--- src/rtl/control_fsm_if.sv ---
// Handshake bundle between the multicycle RV32I controller and its datapath/memory.
// The master side is the controller; the slave side is the datapath that obeys it.
interface control_fsm_if;
    logic [6:0] opcode;
    logic       mem_ready;
    logic       mem_req;
    logic       mem_write;
    logic       adr_src;
    logic       ir_write;
    logic       pc_update;
    logic       branch;
    logic       reg_write;
    logic [1:0] alu_src_a;
    logic [1:0] alu_src_b;
    logic [1:0] result_src;
    logic [1:0] alu_op;
    logic       is_imm;
    logic       illegal;

    modport master (
        input  opcode, mem_ready,
        output mem_req, mem_write, adr_src, ir_write, pc_update, branch, reg_write,
               alu_src_a, alu_src_b, result_src, alu_op, is_imm, illegal
    );

    modport slave (
        output opcode, mem_ready,
        input  mem_req, mem_write, adr_src, ir_write, pc_update, branch, reg_write,
               alu_src_a, alu_src_b, result_src, alu_op, is_imm, illegal
    );
endinterface

--- src/rtl/control_fsm.sv ---
// Multicycle RV32I main controller: sequences fetch/decode/execute/memory/writeback
// and drives datapath selects, write enables and the alu_op/is_imm pair.
//
// state      | meaning
// -----------+-----------------------------------------------------------
// S_FETCH    | read instruction at PC, PC+4 on the live ALU result
// S_DECODE   | latch branch/JAL target (old PC + imm) into ALU-out
// S_MEMADR   | rs1 + imm address for load/store
// S_MEMREAD  | load request at ALU-out address
// S_MEMWB    | write loaded data to register file
// S_MEMWRITE | store request at ALU-out address
// S_EXECR    | R-type ALU operation
// S_EXECI    | I-type ALU operation
// S_ALUWB    | write ALU-out to register file
// S_BRANCH   | compare rs1/rs2, conditional PC write
// S_JAL      | PC <= ALU-out target, ALU computes old PC + 4 link
// S_JALR     | rs1 + imm target into ALU-out
// S_LUI      | zero + imm
// S_AUIPC    | old PC + imm
module control_fsm (
    input  logic          clk,
    input  logic          rst_n,
    control_fsm_if.master bus
);

    typedef enum logic [3:0] {
        S_FETCH, S_DECODE, S_MEMADR, S_MEMREAD, S_MEMWB, S_MEMWRITE, S_EXECR,
        S_EXECI, S_ALUWB, S_BRANCH, S_JAL, S_JALR, S_LUI, S_AUIPC
    } state_t;

    state_t     state_q, state_d;
    logic       op_legal;

    logic       mem_req_q,   mem_req_d;
    logic       mem_write_q, mem_write_d;
    logic       adr_src_q,   adr_src_d;
    logic       fetch_q,     fetch_d;
    logic       jal_q,       jal_d;
    logic       branch_q,    branch_d;
    logic       reg_write_q, reg_write_d;
    logic       decode_q,    decode_d;
    logic       is_imm_q,    is_imm_d;
    logic [1:0] alu_src_a_q, alu_src_a_d;
    logic [1:0] alu_src_b_q, alu_src_b_d;
    logic [1:0] result_src_q, result_src_d;
    logic [1:0] alu_op_q,    alu_op_d;

    always_comb begin
        op_legal = 1'b1;
        state_d  = state_q;
        case (state_q)
            S_FETCH:    if (bus.mem_ready) state_d = S_DECODE;
            S_DECODE: begin
                case (bus.opcode)
                    7'b0000011, 7'b0100011: state_d = S_MEMADR;
                    7'b0110011:             state_d = S_EXECR;
                    7'b0010011:             state_d = S_EXECI;
                    7'b1100011:             state_d = S_BRANCH;
                    7'b1101111:             state_d = S_JAL;
                    7'b1100111:             state_d = S_JALR;
                    7'b0110111:             state_d = S_LUI;
                    7'b0010111:             state_d = S_AUIPC;
                    default: begin
                        state_d  = S_FETCH;
                        op_legal = 1'b0;
                    end
                endcase
            end
            S_MEMADR:   state_d = bus.opcode[5] ? S_MEMWRITE : S_MEMREAD;
            S_MEMREAD:  if (bus.mem_ready) state_d = S_MEMWB;
            S_MEMWRITE: if (bus.mem_ready) state_d = S_FETCH;
            S_EXECR, S_EXECI, S_LUI, S_AUIPC: state_d = S_ALUWB;
            S_JALR:     state_d = S_JAL;
            S_JAL:      state_d = S_ALUWB;
            default:    state_d = S_FETCH;
        endcase
    end

    // Moore outputs are computed for the state about to be entered and registered,
    // so every output is glitch-free and the async reset clears them with the state.
    always_comb begin
        mem_req_d    = 1'b0;
        mem_write_d  = 1'b0;
        adr_src_d    = 1'b0;
        fetch_d      = 1'b0;
        jal_d        = 1'b0;
        branch_d     = 1'b0;
        reg_write_d  = 1'b0;
        decode_d     = 1'b0;
        is_imm_d     = 1'b0;
        alu_src_a_d  = 2'b00;
        alu_src_b_d  = 2'b00;
        result_src_d = 2'b00;
        alu_op_d     = 2'b00;
        case (state_d)
            S_FETCH: begin
                mem_req_d    = 1'b1;
                fetch_d      = 1'b1;
                alu_src_b_d  = 2'b10;
                result_src_d = 2'b10;
            end
            S_DECODE: begin
                decode_d    = 1'b1;
                alu_src_a_d = 2'b01;
                alu_src_b_d = 2'b01;
            end
            S_MEMADR: begin
                alu_src_a_d = 2'b10;
                alu_src_b_d = 2'b01;
            end
            S_MEMREAD: begin
                mem_req_d = 1'b1;
                adr_src_d = 1'b1;
            end
            S_MEMWB: begin
                result_src_d = 2'b01;
                reg_write_d  = 1'b1;
            end
            S_MEMWRITE: begin
                mem_req_d   = 1'b1;
                mem_write_d = 1'b1;
                adr_src_d   = 1'b1;
            end
            S_EXECR: begin
                alu_src_a_d = 2'b10;
                alu_op_d    = 2'b10;
            end
            S_EXECI: begin
                alu_src_a_d = 2'b10;
                alu_src_b_d = 2'b01;
                alu_op_d    = 2'b11;
                is_imm_d    = 1'b1;
            end
            S_ALUWB:  reg_write_d = 1'b1;
            S_BRANCH: begin
                alu_src_a_d = 2'b10;
                alu_op_d    = 2'b01;
                branch_d    = 1'b1;
            end
            S_JAL: begin
                alu_src_a_d = 2'b01;
                alu_src_b_d = 2'b10;
                jal_d       = 1'b1;
            end
            S_JALR: begin
                alu_src_a_d = 2'b10;
                alu_src_b_d = 2'b01;
            end
            S_LUI: begin
                alu_src_a_d = 2'b11;
                alu_src_b_d = 2'b01;
            end
            S_AUIPC: begin
                alu_src_a_d = 2'b01;
                alu_src_b_d = 2'b01;
            end
            default: ;
        endcase
    end

    always_ff @(posedge clk or negedge rst_n) begin
        if (!rst_n) begin
            state_q      <= S_FETCH;
            mem_req_q    <= 1'b1;
            mem_write_q  <= 1'b0;
            adr_src_q    <= 1'b0;
            fetch_q      <= 1'b1;
            jal_q        <= 1'b0;
            branch_q     <= 1'b0;
            reg_write_q  <= 1'b0;
            decode_q     <= 1'b0;
            is_imm_q     <= 1'b0;
            alu_src_a_q  <= 2'b00;
            alu_src_b_q  <= 2'b10;
            result_src_q <= 2'b10;
            alu_op_q     <= 2'b00;
        end else begin
            state_q      <= state_d;
            mem_req_q    <= mem_req_d;
            mem_write_q  <= mem_write_d;
            adr_src_q    <= adr_src_d;
            fetch_q      <= fetch_d;
            jal_q        <= jal_d;
            branch_q     <= branch_d;
            reg_write_q  <= reg_write_d;
            decode_q     <= decode_d;
            is_imm_q     <= is_imm_d;
            alu_src_a_q  <= alu_src_a_d;
            alu_src_b_q  <= alu_src_b_d;
            result_src_q <= result_src_d;
            alu_op_q     <= alu_op_d;
        end
    end

    // Fetch strobes follow mem_ready within the cycle so a stall never loads IR or PC.
    assign bus.ir_write   = fetch_q & bus.mem_ready;
    assign bus.pc_update  = (fetch_q & bus.mem_ready) | jal_q;
    assign bus.illegal    = decode_q & ~op_legal;
    assign bus.mem_req    = mem_req_q;
    assign bus.mem_write  = mem_write_q;
    assign bus.adr_src    = adr_src_q;
    assign bus.branch     = branch_q;
    assign bus.reg_write  = reg_write_q;
    assign bus.alu_src_a  = alu_src_a_q;
    assign bus.alu_src_b  = alu_src_b_q;
    assign bus.result_src = result_src_q;
    assign bus.alu_op     = alu_op_q;
    assign bus.is_imm     = is_imm_q;

endmodule

--- src/flat_wrapper.sv ---
// flat-port wrapper written by rule: the top's interface ports become plain ports
module control_fsm_flat 
  (clk, rst_n, bus_opcode, bus_mem_ready, bus_mem_req, bus_mem_write, bus_adr_src, bus_ir_write, bus_pc_update, bus_branch, bus_reg_write, bus_alu_src_a, bus_alu_src_b, bus_result_src, bus_alu_op, bus_is_imm, bus_illegal);
  control_fsm_if bus_i ();
  input  logic clk;
  input  logic rst_n;
  input wire logic [$bits(bus_i.opcode)-1:0] bus_opcode;
  input wire logic [$bits(bus_i.mem_ready)-1:0] bus_mem_ready;
  output wire logic [$bits(bus_i.mem_req)-1:0] bus_mem_req;
  output wire logic [$bits(bus_i.mem_write)-1:0] bus_mem_write;
  output wire logic [$bits(bus_i.adr_src)-1:0] bus_adr_src;
  output wire logic [$bits(bus_i.ir_write)-1:0] bus_ir_write;
  output wire logic [$bits(bus_i.pc_update)-1:0] bus_pc_update;
  output wire logic [$bits(bus_i.branch)-1:0] bus_branch;
  output wire logic [$bits(bus_i.reg_write)-1:0] bus_reg_write;
  output wire logic [$bits(bus_i.alu_src_a)-1:0] bus_alu_src_a;
  output wire logic [$bits(bus_i.alu_src_b)-1:0] bus_alu_src_b;
  output wire logic [$bits(bus_i.result_src)-1:0] bus_result_src;
  output wire logic [$bits(bus_i.alu_op)-1:0] bus_alu_op;
  output wire logic [$bits(bus_i.is_imm)-1:0] bus_is_imm;
  output wire logic [$bits(bus_i.illegal)-1:0] bus_illegal;
  assign bus_i.opcode = bus_opcode;
  assign bus_i.mem_ready = bus_mem_ready;
  assign bus_mem_req = bus_i.mem_req;
  assign bus_mem_write = bus_i.mem_write;
  assign bus_adr_src = bus_i.adr_src;
  assign bus_ir_write = bus_i.ir_write;
  assign bus_pc_update = bus_i.pc_update;
  assign bus_branch = bus_i.branch;
  assign bus_reg_write = bus_i.reg_write;
  assign bus_alu_src_a = bus_i.alu_src_a;
  assign bus_alu_src_b = bus_i.alu_src_b;
  assign bus_result_src = bus_i.result_src;
  assign bus_alu_op = bus_i.alu_op;
  assign bus_is_imm = bus_i.is_imm;
  assign bus_illegal = bus_i.illegal;
  control_fsm u_core (.clk(clk), .rst_n(rst_n), .bus(bus_i));
endmodule
--- config.mk ---
export PLATFORM = sky130hd
export DESIGN_NAME = control_fsm_flat
export DESIGN_NICKNAME = d
export VERILOG_FILES = /design/src/rtl/control_fsm_if.sv /design/src/rtl/control_fsm.sv /design/src/flat_wrapper.sv
export SDC_FILE = /design/constraint.sdc
export NUM_CORES = 1
export LEC_CHECK = 0
export CAP_MARGIN = 20
export CORE_MARGIN = 5
export CORE_UTILIZATION = 51
export DETAILED_ROUTE_END_ITERATION = 10
export GPL_ROUTABILITY_DRIVEN = 0
export PLACE_DENSITY_LB_ADDON = 0.25
export SKIP_CTS_REPAIR_TIMING = 1
export SLEW_MARGIN = 20
export SYNTH_ARGS = -nofsm -noshare
export SYNTH_HDL_FRONTEND = slang
export SYNTH_SLANG_ARGS = --single-unit
--- constraint.sdc ---
create_clock -name clk -period 2.8 [get_ports clk]
set_input_delay 0.56 -clock clk [delete_from_list [all_inputs] [get_ports clk]]
set_output_delay 0.56 -clock clk [all_outputs]
set_load 0.01 [all_outputs]
==> results by group, run 1 <==
Floorplan
  • Starting Density: 0.5360
  • Rows: 16
  • Full die area: 3096 µm²
  • Horiz. Die Dim: 55.64 µm
  • Core area: 1982 µm²
  • Chip height: 55.64 µm
  • Ports: 27

Setup path
  • Data arrival time of the worst path: 2.02 ns
  • WP buf/inv: 2
  • Largest delay share family, worst path: buffers and inverters
  • CP max stage cell: clkdlybuf4s50_1
  • Critical path, cell by cell: clkdlybuf4s50_1 -> and2_1 -> or2_2 -> clkdlybuf4s50_1
  • Worst setup path category: primary input to output pin
  • Crit path launch type: primary input
  • Peak fanout along the critical path: 7
  • Slowest Stage Delay on Critical Path: 0.52 ns
  • R2R depth: 7
  • CP required: 2.24 ns
  • Levels on crit path: 4
  • Critical path endpoint category: output pin
  • Top cell by count, worst path: clkdlybuf4s50_1

Pwr
  • Leak Pwr: 0.6295 nW
  • Maximum vdd ir drop: 0.5574 mV
  • Pint: 0.7480 mW
  • Net load switching power: 0.3441 mW
  • Proportion of power drawn by combinational gates: 0.407
  • Net switching fraction of the power: 0.3151
  • Pwr per Cell Area: 784.9 nW/µm²
  • Sequential share of power: 0.381
  • Clock group share of total power: 0.211
  • Total Power: 1.092 mW

Logic synthesis
  • Post-synthesis cell area: 1062 µm²
  • Synth Instances: 100
  • Syn Area/Cell: 10.62 µm²
  • Register area share after synthesis: 0.4747
  • Number of enable flip-flop cells after synthesis: 0
  • Post-Syn Nets: 110
  • Ys async rst share: 1.000
  • Synth top area cells: dfrtp_1 (40%), dfstp_2 (7.4%), nand2b_1 (5.9%)
  • Yosys cell types: 41
  • Yosys warning total: 0
  • Post-synthesis register bit count: 20
  • Synth area leader: dfrtp_1
  • Top cell type's share of synthesized area: 0.4005
  • Main synth FF type: dfrtp_1

Final layout
  • Multi-input logic area: 489.2 µm²
  • Ant. Diodes: 0
  • Share of post-route cells with drive strength above 1: 0.2047
  • Fin util: 0.7020
  • Filler cells: 137
  • Leading cell type in the layout, fill and taps excluded: clkdlybuf4s50_1
  • Layout area overhead: 30.98%
  • Commonest non-fill, non-tap cells in the layout: clkdlybuf4s50_1 (25), dfrtp_1 (17), nand2b_1 (10)
  • Register area: 504.2 µm²
  • NumNets Final: 138
  • Final Cell Area: 1391 µm²

STA
  • Max Slew Vio Count: 0
  • Final Critical Period: 2.581 ns
  • Slew @ Worst Pin: 0.8533 ns
  • Max-slew headroom: 0.4294
  • RSZ-0062 raised after global routing: false
  • WHS: 0.7052 ns
  • Post-Route Skew: 0.007325 ns
  • Part of the cycle the worst path needs: 0.9219
  • Final setup violation count: 0
  • Final hold vios: 0
  • FMAX: 387.4 MHz
  • Final setup TNS: 0 ns

Detailed routing
  • DR pass1 iterations: 4
  • Drt total wl: 2225 µm
  • WL/cell: 14.45 µm
  • Final ANT Viol Nets: 0
  • Post-route DRC: 0
  • Starting DRT DRC Count: 28
  • Via count of the routed design: 850
  • Via-to-Cell Ratio: 5.519

Clocking
  • Root Driver: clkbuf_4
  • Clock Sink Count: 20
  • Clock buffer depth: 2
  • Clk slew on worst S/H paths: 0.11 ns
  • TritonCTS Buffers: 3
  • H-tree depth: 1
  • TritonCTS clock tree: done
  • Skew-Pair Late Insertion Delay: 0.30 ns

Placed design
  • I/O Buffers: 26
  • Post-DP HPWL: 1666 µm
  • Placed cell areas: 1336 µm²

Global route
  • Vias in the first global route: 837
  • Gr usage total: 0.1529
  • Initial antenna violation count: 0
  • Remaining Overflow, GRT: 0
  • Global-route wire length before repair: 3829 µm
  • Pin count of the biggest net entering global routing: 21

Hold path
  • Hold crit path type: register to register
  • Hold Crit Depth: 2

Run
  • Max Cap Viol: 0

Outcome
  • Status: completed
[power by group through the flow]
stage | Sequential [mW] | Combinational (mW) | Clock [mW]
floorplan | 0.416 | 0.295 | 0
global placement | 0.418 | 0.433 | 0
detailed placement | 0.421 | 0.440 | 0
CTS | 0.415 | 0.446 | 0.237
global route | 0.426 | 0.483 | 0.248
finish | 0.417 | 0.445 | 0.231
[routing by layer]
layer	track usage	routed length [µm]	part of all wire
met5	0	0	0
met4	0.05903	21	0.0094
met3	0.05336	173	0.078
met2	0.2399	1075	0.48
met1	0.1926	955	0.43
[state kept, by name, summed over array words and instances, names as in the netlist]
| register | cells |
|---|---|
| u_core.state_q | 4 |
| u_core.bus.result_src | 1 |
| u_core.bus.alu_src_a | 2 |
| u_core.bus.alu_op | 2 |
| u_core.decode_q | 1 |
| u_core.bus.alu_src_b | 2 |
| u_core.bus.mem_req | 1 |
| u_core.fetch_q | 1 |
| u_core.bus.mem_write | 1 |
| u_core.jal_q | 1 |
| u_core.bus.adr_src | 1 |
| u_core.bus.reg_write | 1 |
| u_core.bus.branch | 1 |
| u_core.bus.is_imm | 1 |
[synthesized netlist by cell type, types with 2 or more instances]
library cell   n
dfrtp_1       17
nand2b_1      10
a21oi_1        5
nor2_1         5
nor3_1         5
buf_2          4
nand2_1        4
and3b_1        3
dfstp_2        3
inv_2          3
nand3_1        3
nor3_2         3
buf_6          2
inv_1          2
nor3b_1        2
nor4bb_1       2
o21a_1         2
o21ai_0        2
[layout make-up]
class	instances	share of cell area
Timing Repair Buffer	30	0.2104
Clock buffer	3	0.01619
Inverter	5	0.01349
Tap cell	27	0.02428
Sequential cell	20	0.3624
Multi-Input combinational cell	68	0.3516
Clock inverter	1	0.02158
[per-stage QoR]
step / setup WS, ns / instances
after floorplan: 0.8745 / 100
after global placement: 0.05021 / 150
after detailed placement: 0.01970 / 150
after CTS: 0.02462 / 154
after global routing: 0.1484 / 154
final: 0.2188 / 154
[final timing paths]
path / startpoint / slack, ns / to
worst max-delay path: bus_mem_ready / 0.22 / bus_pc_update
worst min-delay path: u_core.state_q[0] / 0.71 / u_core.bus.result_src[0]
worst max register to register: u_core.state_q[3] / 0.72 / u_core.bus.alu_src_b[0]
worst min register to register: u_core.state_q[0] / 0.71 / u_core.bus.result_src[0]
max in group asynchronous: rst_n / 1.54 / u_core.state_q[2]
min in group asynchronous: rst_n / 0.73 / u_core.bus.result_src[0]
[worst reg2reg max path: stages, from the launching register on]
cell and delay, ns:
dfrtp_1 0.49, nor4b_2 0.40, nand2_1 0.12, o211ai_1 0.49, nand2_1 0.21, inv_2 0.09, a221oi_1 0.07, o21ai_1 0.13
[cell families after synthesis]
kind of cell / count (synthesis) / synth area share
compound gates: 21 / 0.1614
xor+xnor: 1 / 0.008247
buf+inv: 12 / 0.06479
flops: 20 / 0.4747
simple gates: 46 / 0.2909
No activity file was read; power rests on OpenSTA's default activity.
==> run 2, diff against run 1 <==
Settings changed: ABC_CLOCK_PERIOD_IN_PS from default to 2800.
==> results of run 2 <==
Same layout as run 1: the final DEF is identical, and so are final timing and power.
